--- config.mk ---
export PLATFORM = sky130hd
export DESIGN_NAME = seg7_scan_driver
export DESIGN_NICKNAME = d
export VERILOG_FILES = /design/src/rtl/seg7_pkg.sv /design/src/rtl/seg7_hex_decode.sv /design/src/rtl/seg7_scan_driver.sv
export SDC_FILE = /design/constraint.sdc
export NUM_CORES = 1
export LEC_CHECK = 0
export ABC_AREA = 1
export CAP_MARGIN = 20
export CORE_MARGIN = 1
export CORE_UTILIZATION = 45
export CTS_CLUSTER_SIZE = 14
export DETAILED_ROUTE_END_ITERATION = 6
export GPL_ROUTABILITY_DRIVEN = 0
export GPL_TIMING_DRIVEN = 0
export PLACE_DENSITY_LB_ADDON = 0.3
export SLEW_MARGIN = 15
export SYNTH_ARGS = -nofsm -noshare
export SYNTH_HDL_FRONTEND = slang
export SYNTH_SLANG_ARGS = --single-unit
--- constraint.sdc ---
create_clock -name clk -period 2.35 [get_ports clk]
set_input_delay 0.3525 -clock clk [delete_from_list [all_inputs] [get_ports clk]]
set_output_delay 0.3525 -clock clk [all_outputs]
set_load 0.03 [all_outputs]
--- src/rtl/seg7_pkg.sv ---
// Shared constants and types for the multiplexed 7-segment scan driver.
// Segment codes are active-low {g,f,e,d,c,b,a}.
package seg7_pkg;

    localparam logic [7:0] SEG_BLANK = 8'hFF;
    localparam logic [7:0] AN_OFF    = 8'hFF;

    localparam logic [6:0] HEX_CODE [16] = '{
        7'h40, 7'h79, 7'h24, 7'h30, 7'h19, 7'h12, 7'h02, 7'h78,
        7'h00, 7'h10, 7'h08, 7'h03, 7'h46, 7'h21, 7'h06, 7'h0E
    };

    typedef logic [2:0] digit_idx_t;

endpackage

--- src/rtl/seg7_hex_decode.sv ---
// Combinational nibble to active-low 7-segment code lookup.
module seg7_hex_decode
    import seg7_pkg::*;
(
    input  logic [3:0] nibble_i,
    output logic [6:0] code_o
);

    always_comb begin
        code_o = HEX_CODE[nibble_i];
    end

endmodule

--- src/rtl/seg7_scan_driver.sv ---
// Eight-digit multiplexed 7-segment driver with frame-synchronous double buffering,
// leading-zero blanking and per-digit decimal points. All pins are registered.
module seg7_scan_driver
    import seg7_pkg::*;
#(
    parameter int unsigned SCAN_DIV   = 50000,
    parameter int unsigned NUM_DIGITS = 8
) (
    input  logic        clk,
    input  logic        rstn,
    input  logic [31:0] disp_data,
    input  logic        disp_valid,
    input  logic        lz_blank,
    input  logic [7:0]  dp_mask,
    output logic [7:0]  an_o,
    output logic [7:0]  seg_o,
    output logic        frame_done
);

    localparam int unsigned PW        = $clog2(SCAN_DIV + 1);
    localparam logic [PW-1:0] PRESC_MAX = PW'(SCAN_DIV - 1);
    localparam digit_idx_t LAST_IDX   = digit_idx_t'(NUM_DIGITS - 1);

    logic [PW-1:0] presc_q, presc_d;
    digit_idx_t    idx_q, idx_d;
    logic [31:0]   pending_q, pending_d;
    logic [31:0]   shadow_q, shadow_d;
    logic          frame_done_q, frame_done_d;
    logic [7:0]    an_q, an_d;
    logic [7:0]    seg_q, seg_d;

    logic          tick;
    logic          frame_edge;
    logic [3:0]    cur_nibble;
    logic [6:0]    cur_code;
    logic [7:0]    nz_above;
    logic          blank;

    always_comb begin
        tick       = (presc_q == PRESC_MAX);
        presc_d    = tick ? '0 : presc_q + 1'b1;
        idx_d      = tick ? idx_q + 1'b1 : idx_q;
        frame_edge = tick && (idx_q == LAST_IDX);

        pending_d = disp_valid ? disp_data : pending_q;
        // A word arriving on the boundary cycle itself goes straight to the display.
        shadow_d  = frame_edge ? (disp_valid ? disp_data : pending_q) : shadow_q;

        frame_done_d = frame_edge;
    end

    // nz_above[k]: some nibble at position k or higher is non-zero.
    always_comb begin
        nz_above    = '0;
        nz_above[7] = |shadow_q[31:28];
        for (int k = 6; k >= 0; k--) begin
            nz_above[k] = nz_above[k+1] | (|shadow_q[4*k +: 4]);
        end
    end

    always_comb begin
        cur_nibble = shadow_q[4*idx_q +: 4];
        blank      = lz_blank && (idx_q != '0) && !nz_above[idx_q];
        an_d       = ~(8'b1 << idx_q);
        seg_d      = blank ? SEG_BLANK : {~dp_mask[idx_q], cur_code};
    end

    seg7_hex_decode u_hex_decode (
        .nibble_i (cur_nibble),
        .code_o   (cur_code)
    );

    always_ff @(posedge clk or negedge rstn) begin
        if (!rstn) begin
            presc_q      <= '0;
            idx_q        <= '0;
            pending_q    <= '0;
            shadow_q     <= '0;
            frame_done_q <= 1'b0;
            an_q         <= AN_OFF;
            seg_q        <= SEG_BLANK;
        end else begin
            presc_q      <= presc_d;
            idx_q        <= idx_d;
            pending_q    <= pending_d;
            shadow_q     <= shadow_d;
            frame_done_q <= frame_done_d;
            an_q         <= an_d;
            seg_q        <= seg_d;
        end
    end

    assign an_o       = an_q;
    assign seg_o      = seg_q;
    assign frame_done = frame_done_q;

endmodule

Yosys cells after proc, flatten, opt, wreduce, memory -nomap -nowiden
Memories as Yosys holds them, arrays and structs flattened.
Index checks and enable logic that the tools add are counted.
Widths: inputs -> output; s select.
{ "op_classes": {"bitwise_logic": 10, "n_shift": 2, "n_mul": 0, "addsub": 2, "reduce_logical": 13, "n_mux": 9, "eq_ne": 2, "div": 0, "magnitude_cmp": 2} }
{ "ops": {"columns": ["operator", "count"], "rows": [
  ["$mux 32", 1],
  ["$reduce_or 4->1", 8],
  ["$shiftx 32x6->4", 1],
  ["$add 16x1->16 const B", 1],
  ["$eq 16x16->1 const B", 1],
  ["$mux 16", 1],
  ["$mux 7", 2],
  ["$mux 8", 1],
  ["$not 8->8", 1],
  ["$shl 1x3->8 const A", 1],
  ["$or 1x1->1", 7],
  ["$bmux 1 s3", 2],
  ["$ge 5x5->1 const B", 1],
  ["$not 4->5", 1],
  ["$lt 3x4->1 const B", 1],
  ["$add 3x1->3 const B", 1],
  ["$eq 3x3->1 const B", 1],
  ["$logic_and 1x1->1", 3],
  ["$reduce_bool 3->1", 1],
  ["$mux 1", 2],
  ["$logic_not 1->1", 1],
  ["$not 1->1", 1]
]} }
{ "word_totals": {"output_inout_bits": 17, "ram_bits": 0, "word_cells": 48, "mem_count": 1, "register_bits": 100, "latch_bits": 0, "rom_bits": 112} }
{ "memory_table": {"columns": ["name", "depth", "word_bits", "rd", "rd_clocked_by_memory_dff", "wr", "line_no", "rtl"], "rows": [
  ["(no name shown)", 16, 7, 1, 0, 0, "seg7_hex_decode.sv:10", "code_o = HEX_CODE[nibble_i];"]
]} }

Depth between registers and ports, before layout
Gate-level depths: netlist of run 1.
{ "depth": {"depth_word": 13, "mapped_depth": 13, "mapped_depth_nobuf": 12} }

Modules after synthesis
From an unflattened synthesis of run 1, not the netlist that was laid out.
{ "hier_totals": {"hier_cells": 627, "area_unflattened_um2": 5007.3} }
{ "by_module_without_submodules": {"columns": ["mod", "area_each_um2", "seq_area_each_um2", "cells_per_inst", "instances"], "rows": [
  ["seg7_scan_driver", 4733.3, 2522.4, 578, 1],
  ["seg7_hex_decode", 274.0, 0.0, 49, 1]
]} }

Worst setup path after synthesis of run 1
OpenSTA, ideal clock, no wires.
{ "synth_timing": {"path_type": "register to register", "startpoint": "register idx_q[1]", "endpoint": "register seg_q[5], in the netlist seg_o[5]", "arrival_time_ns": 1.632, "path_slack_ns": 0.634, "t_required_ns": 2.266, "path_stages_with_launch": 13, "path_buffers": 1, "path_cell_list": "dfrtp_1 > inv_1 > buf_2 > nand2_1 > nand3_1 > nand3_1 > nand2_1 > inv_1 > ha_1 > nand3_1 > nand2_1 > nand2_1 > nand3_1"} }
{ "synth_via": {"elab_chain_len": 6, "word_cells_on_any_way": 12, "cone_classes": "shift: 1; mux: 5; bitwise: 1; reduce/logical: 4; memory: 1"} }
{ "synth_rtl": {"columns": ["item", "line_no", "rtl"], "rows": [
  ["start: declaration", "seg7_scan_driver.sv:25", "digit_idx_t idx_q, idx_d;"],
  ["start signal: assignment", "seg7_scan_driver.sv:84", "idx_q <= idx_d;"],
  ["$shiftx 32x6->4", "seg7_scan_driver.sv:62", "cur_nibble = shadow_q[4*idx_q +: 4];"],
  ["$not 4->5 (not written as such)", "seg7_hex_decode.sv:10", null],
  ["$mem_v2 16x7", null, null],
  ["$mux 7 (not written as such) (2 in a row)", "seg7_hex_decode.sv:10", null],
  ["$mux 8 (*)", "seg7_scan_driver.sv:65", "seg_d = blank ? SEG_BLANK : {~dp_mask[idx_q], cur_code};"],
  ["via seg_d[5]", "seg7_scan_driver.sv:30", "logic [7:0] seg_q, seg_d;"],
  ["end signal: assignment", "seg7_scan_driver.sv:89", "seg_q <= seg_d;"],
  ["end: declaration", "seg7_scan_driver.sv:30", null]
]} }
Mark *: on every way through the listed nets, which the timed path passes. The rest lies on a longest branch. The select of a mux whose other input is x is not followed.
A chain may end at the register's enable or synchronous reset.

Final worst setup path of run 1
{ "layout_timing": {"startpoint": "register idx_q[0]", "endpoint": "register seg_q[0], in the netlist seg_o[0]"} }
Same word-level chain as after synthesis.

==> impl_metrics.yaml, run 1 <==
place:
  post-place-cells: 813
  io_buffers: 59
  dp_slack_ns: 0.2775
  place_hpwl_um: 7412
worst_setup_path:
  r2r_cells: 12
  rrSetupSlack_ns: 0.27
  cp-end-kind: "flip-flop"
  cp_slowest_stage_delay_ns: 0.49
  worst_path_max_delay_cell: "dfrtp_1"
  critPathBufInv: 4
  critPathLaunchType: "flip-flop"
  crit_type: "flip-flop to flip-flop"
  critPathMaxFanout: 11
  crit_top_cell: "nand3_1"
  crit_family: "simple AND/OR/NAND/NOR gates"
  worstPathCellList: "inv_2, buf_2, nand2_1, nand3_1, nand3_1, nand2_1, inv_1, ha_1, inv_1, nand3_1, nand3_1, nand3_1"
  required_ns: 2.63
  reg2reg_to: "seg_o[0]$_DFF_PN1_"
  worstReg2RegStart: "idx_q[0]$_DFFE_PN0N_"
  arrival_ns: 2.37
grt:
  grt_pass1_wl_um: 17610
  grtUsageTotal_pct: 19.76
  overflow: 0
  grt_max_degree: 54
  first_global_vias: 3940
  antenna_found_initial: 0
clocking:
  clk_pin_slew_ns: 0.09
  clk_latency_ns: 0.37
  cts_buffer_depth: 2
  cts_inserted_buffers: 9
  cts_tree: "built"
  htree_num_levels: 3
  cts.sink_count: 100
  post_cts_buffers: 0
  cts-root-buf: "clkbuf_8"
yosys:
  syn_avg_cell_area_um2: 7.809
  seq_area_frac_synth_pct: 52.35
  yosysUniqueCellTypes: 27
  syn_nets: 674
  ys_seq_elements: 100
  ys_warn_count: 0
  mappedNetlistArea_mm2: 0.004818
  postSynthCellCount: 617
hold_path:
  hold_depth: 3
  min_to: "pending_q[30]$_DFF_PN0_"
  hp-start: "disp_valid"
  hp-class: "input pin to flip-flop"
cells_and_area:
  fill_cells: 981
  fin_util_pct: 56.23
  syn2layout_area_growth_pct: 21.01
  drive_gt1_share_pct: 8.646
  nets: 746
  final_cell_mix: "nand2_1 (296), dfrtp_1 (83), clkdlybuf4s50_1 (58)"
  layout.cells.non_filler: 830
  antenna_cells: 0
  final_common_cell: "nand2_1"
power_and_ir_drop:
  peakVddDrop_uv: 309.2
  power_density_mw_per_mm2: 542.8
  finalPower_mw: 3.165
  power_leakage_nw: 2.944
sta:
  rsz0062_at_grt: "false"
  min_period_over_period_pct: 88.69
  worst_slack_ns: 0.2658
  hold_viol: 0
  clock_skew_ns: 0.01397
  fin_crit_ns: 2.084
  worst_pin_slew_ns: 0.5981
  slew_viol_final: 0
  setup-violations-final: 0
  relSlewSlack_pct: 60.13
  fmax_mhz: 479.8
routing:
  num_vias: 4031
  dr.pass1.iters: 5
  wl_um: 10030
  ant_nets: 0
  first_iter_violations: 180
  wl_per_cell_um: 12.09
  drc: 0
  via_per_inst: 4.857
floorplan:
  start_util_pct: 46.46
  core_area_mm2: 0.01037
  io_pins: 61
  num_rows: 37
  die_area_mm2: 0.01113
  dieHeight_um: 105.5
  fp.dieW_um: 105.5
job:
  maxCapViolCount: 0
run_status:
  status: "complete, no violations"
-- state kept, by name, summed over array words and instances, names as in the netlist --
signal	cells
presc_q	16
shadow_q	32
pending_q	32
idx_q	3
seg_o	8
an_o	8
frame_done	1
-- kinds of logic (layout without fill, tap and decap cells) --
| logic type | count (synthesis) | after routing | synth area share (%) |
|---|---|---|---|
| xor+xnor | 7 | 7 | 1.272 |
| flops | 100 | 100 | 52.35 |
| fa+ha+maj | 13 | 13 | 3.376 |
| compound gates | 16 | 16 | 1.818 |
| buf+inv | 76 | 153 | 6.752 |
| simple gates | 405 | 405 | 34.43 |
-- cells in the mapped netlist --
| master | count | area share, % |
|---|---|---|
| nand2_1 | 296 | 23 |
| dfrtp_1 | 84 | 44 |
| inv_1 | 49 | 3.8 |
| nand3_1 | 45 | 4.7 |
| nor2_1 | 40 | 3.1 |
| dfstp_2 | 16 | 8.7 |
| ha_1 | 13 | 3.4 |
| buf_2 | 11 | 1.1 |
| nor3_1 | 9 | 0.93 |
| clkbuf_1 | 7 | 0.55 |
| o21ai_0 | 7 | 0.73 |
| a21oi_1 | 6 | 0.62 |
| inv_2 | 5 | 0.39 |
| xor2_1 | 5 | 0.91 |
| nand3_2 | 4 | 0.83 |
| nand4_1 | 4 | 0.52 |
| buf_6 | 3 | 0.70 |
| nand2_2 | 2 | 0.26 |
| nand3b_1 | 2 | 0.31 |
| xnor2_1 | 2 | 0.36 |
| a22o_1 | 1 | 0.18 |
| a31oi_1 | 1 | 0.13 |
| and3_1 | 1 | 0.13 |
| buf_4 | 1 | 0.16 |
| nor3b_1 | 1 | 0.16 |
| nor4_4 | 1 | 0.44 |
| o21bai_1 | 1 | 0.16 |
-- power breakdown --
part	switching [mW]	internal (mW)	total, mW
Clock	0.579	0.604	1.18
Sequential	0.0127	1.77	1.78
Combinational	0.105	0.0938	0.198
-- worst max-delay path by stage --
stage                     cells past startpoint  slack [ns]                     to                 start
after floorplan                              12        0.63     seg_o[5]$_DFF_PN1_  idx_q[1]$_DFFE_PN0N_
after global placement                        1       -2.59  presc_q[12]$_DFF_PN0_                  rstn
after detailed placement                     11        0.28     seg_o[5]$_DFF_PN1_  idx_q[1]$_DFFE_PN0N_
after CTS                                    12        0.26     seg_o[5]$_DFF_PN1_  idx_q[1]$_DFFE_PN0N_
after global routing                         12        0.07     seg_o[5]$_DFF_PN1_  idx_q[1]$_DFFE_PN0N_
final                                        12        0.27     seg_o[0]$_DFF_PN1_  idx_q[0]$_DFFE_PN0N_
-- worst min-delay path, cell delays in order --
cell and delay (ns):
clkbuf_1 0.13, nand2_1 0.09, nand2_1 0.06
-- layout make-up --
class,count,area (um^2),area share [%]
Tap cell,136,170.2,2.918
Timing Repair Buffer,61,625.6,10.73
Clock buffer,11,131.4,2.253
Inverter,54,202.7,3.476
Sequential cell,100,2524,43.28
Multi-Input combinational cell,441,1971,33.80
Buffer,22,122.6,2.103
Clock inverter,5,83.83,1.438
-- metrics by stage --
step / setup TNS [ns] / instance area, um^2 / hold WS (ns)
2_1_floorplan: 0 / 4818 / 0.05691
3_3_place_gp: -240.19 / 5579 / 0.4469
3_5_place_dp: 0 / 5604 / 0.3979
4_1_cts: 0 / 5829 / 0.2963
5_1_grt: 0 / 5831 / 0.3346
6_report: 0 / 5831 / 0.3034
-- timing repair --
action	4_1_cts	5_1_grt
hold buffers	1	0
setup endpoints to repair	0	1
endpoints found under the hold margin	2	0
gates resized for setup	0	1
-- per-layer routing --
metal	part of all wire (%)	global-route usage, %
met2	47	32.14
met1	46	26.17
met5	0	0
met4	1.6	7.746
met3	5.7	3.711
(Power assumes the default switching activity.)
==> run 2, diff against run 1 <==
==> constraint.sdc (replaced) <==
create_clock -name clk -period 2.1 [get_ports clk]
set_input_delay 0.315 -clock clk [delete_from_list [all_inputs] [get_ports clk]]
set_output_delay 0.315 -clock clk [all_outputs]
set_load 0.03 [all_outputs]
==> run 2 against run 1 <==
Compared with the run above: cell count is 0.12% higher; die area stayed put; sequential power is 12% higher; critical path type unchanged; combinational power is 12% higher; via count is 0.25% lower; flip-flop and latch count stayed put; power is 12% higher; largest power group unchanged; clock skew is 0.0025 ns lower; hold slack worse by 0.038 ns; global-route usage stayed put; core utilization is 0.18 points higher.
==> impl_metrics.yaml, run 2 (synthesis results as in run 1) <==
routing:
  num_vias: 4021
  wl_per_cell_um: 12.15
  dr.pass1.iters: 7
  ant_nets: 0
  wl_um: 10100
  via_per_inst: 4.839
  drc: 0
  first_iter_violations: 165
worst_setup_path:
  crit_type: "flip-flop to flip-flop"
  required_ns: 2.38
  critPathMaxFanout: 11
  arrival_ns: 2.22
  critPathLaunchType: "flip-flop"
  cp-end-kind: "flip-flop"
sta:
  relSlewSlack_pct: 59.95
  clock_skew_ns: 0.01147
  setup-violations-final: 0
  fin_crit_ns: 1.932
  fmax_mhz: 517.6
  rsz0062_at_grt: "false"
  slew_viol_final: 0
  hold_viol: 0
  whs_ns: 0.2651
  setup_tns_ns: 0
  worst_pin_slew_ns: 0.6008
  min_period_over_period_pct: 92.00
clocking:
  cts_buffer_depth: 2
  cts_inserted_buffers: 9
  cts-root-buf: "clkbuf_8"
  cts_tree: "built"
  clk_pin_slew_ns: 0.09
  htree_num_levels: 3
  clk_latency_ns: 0.37
  cts.sink_count: 100
power_and_ir_drop:
  finalPower_mw: 3.543
  peakVddDrop_uv: 341.2
  power_density_mw_per_mm2: 605.6
  power_leakage_nw: 2.950
place:
  placed_area_mm2: 0.005604
  post-place-cells: 813
  place_hpwl_um: 7412
  io_buffers: 59
grt:
  use_met2_pct: 32.14
  grtUsageMet1_pct: 26.17
  first_global_vias: 3940
  antenna_found_initial: 0
  grt_pass1_wl_um: 17610
  grtUsageTotal_pct: 19.76
  gr-usage-met3_pct: 3.711
  grt_max_degree: 54
  overflow: 0
  grt_busiest_layer: "met2"
floorplan:
  num_rows: 37
  io_pins: 61
  start_util_pct: 46.46
  core_area_mm2: 0.01037
  fp.dieW_um: 105.5
  dieHeight_um: 105.5
  die_area_mm2: 0.01113
cells_and_area:
  final_cell_mix: "nand2_1 (294), dfrtp_1 (82), clkdlybuf4s50_1 (58)"
  drive_gt1_share_pct: 9.209
  biggestRegsByFlops: "pending_q x32, shadow_q x32, presc_q x16"
  antenna_cells: 0
  seq_area_mm2: 0.002525
  syn2layout_area_growth_pct: 21.40
  postLayoutCellArea_mm2: 0.005849
  nets: 747
  fill_cells: 978
  layout.cells.non_filler: 831
  final_common_cell: "nand2_1"
  multi_input_area_mm2: 0.001976
job:
  maxCapViolCount: 0
run_status:
  status: "complete, no violations"
hold_path:
  hp-class: "input pin to flip-flop"
-- run 2: cell types whose count changed in the layout (fill, tap and decap cells not counted), moves of 2 or more --
| cell | previous run | this run |
|---|---|---|
| buf_2 | 11 | 9 |
| buf_4 | 2 | 4 |
| nand2_1 | 296 | 294 |
| nand2_2 | 2 | 4 |
-- run 2: worst paths after layout --
check,start,endpoint,slack (ns),cells past startpoint
setup / recovery,idx_q[0]$_DFFE_PN0N_,seg_o[0]$_DFF_PN1_,0.17,12
hold / removal,disp_valid,pending_q[30]$_DFF_PN0_,0.27,3
min in group asynchronous,rstn,frame_done$_DFF_PN0_,0.50,2
setup reg to reg,idx_q[0]$_DFFE_PN0N_,seg_o[0]$_DFF_PN1_,0.17,12
max in group asynchronous,rstn,an_o[7]$_DFF_PN1_,0.90,3
hold reg to reg,presc_q[0]$_DFF_PN0_,presc_q[0]$_DFF_PN0_,0.47,1
-- run 2: power breakdown --
| group | leakage, nW | total [mW] | switching, mW | internal, mW |
|---|---|---|---|---|
| clock | 0.100 | 1.33 | 0.649 | 0.676 |
| combinational | 1.75 | 0.222 | 0.117 | 0.105 |
| sequential | 1.10 | 1.99 | 0.0143 | 1.98 |
-- run 2: stage by stage --
stage          util [%]  setup slack [ns]
2_1_floorplan         -            0.3836
3_3_place_gp      53.80            -2.805
3_5_place_dp      54.04           0.02753
4_1_cts           56.21          0.007758
5_1_grt           56.41          0.001444
6_report          56.41            0.1679
-- run 2: final cells by class --
cell class / instances / share of cell area, %
Buffer: 22 / 2.182
Tap cell: 136 / 2.909
Sequential cell: 100 / 43.17
Clock buffer: 11 / 2.246
Timing Repair Buffer: 62 / 10.82
Clock inverter: 5 / 1.433
Inverter: 54 / 3.465
Multi-Input combinational cell: 441 / 33.78
-- run 2: routing by layer --
metal	share of wire, %	routed length (um)
met5	0	0
met3	5.2	529
met2	47	4695
met4	1.7	167
met1	47	4703
-- run 2: critical path, stage by stage, from the launching register on --
cell and delay [ns]:
dfrtp_2 0.48, inv_2 0.07, clkbuf_4 0.21, nand2_1 0.07, nand3_1 0.08, nand3_1 0.12, nand2_2 0.15, inv_1 0.09
ha_1 0.22, inv_1 0.11, nand3_1 0.09, nand3_1 0.09, nand3_1 0.09
-- run 2: timing repair --
action / in CTS / in global routing
gates resized for setup: 0 / 7
hold buffers: 1 / 0
endpoints found under the hold margin: 32 / 0
endpoints found under the setup margin: 0 / 7
buffers inserted: 0 / 1
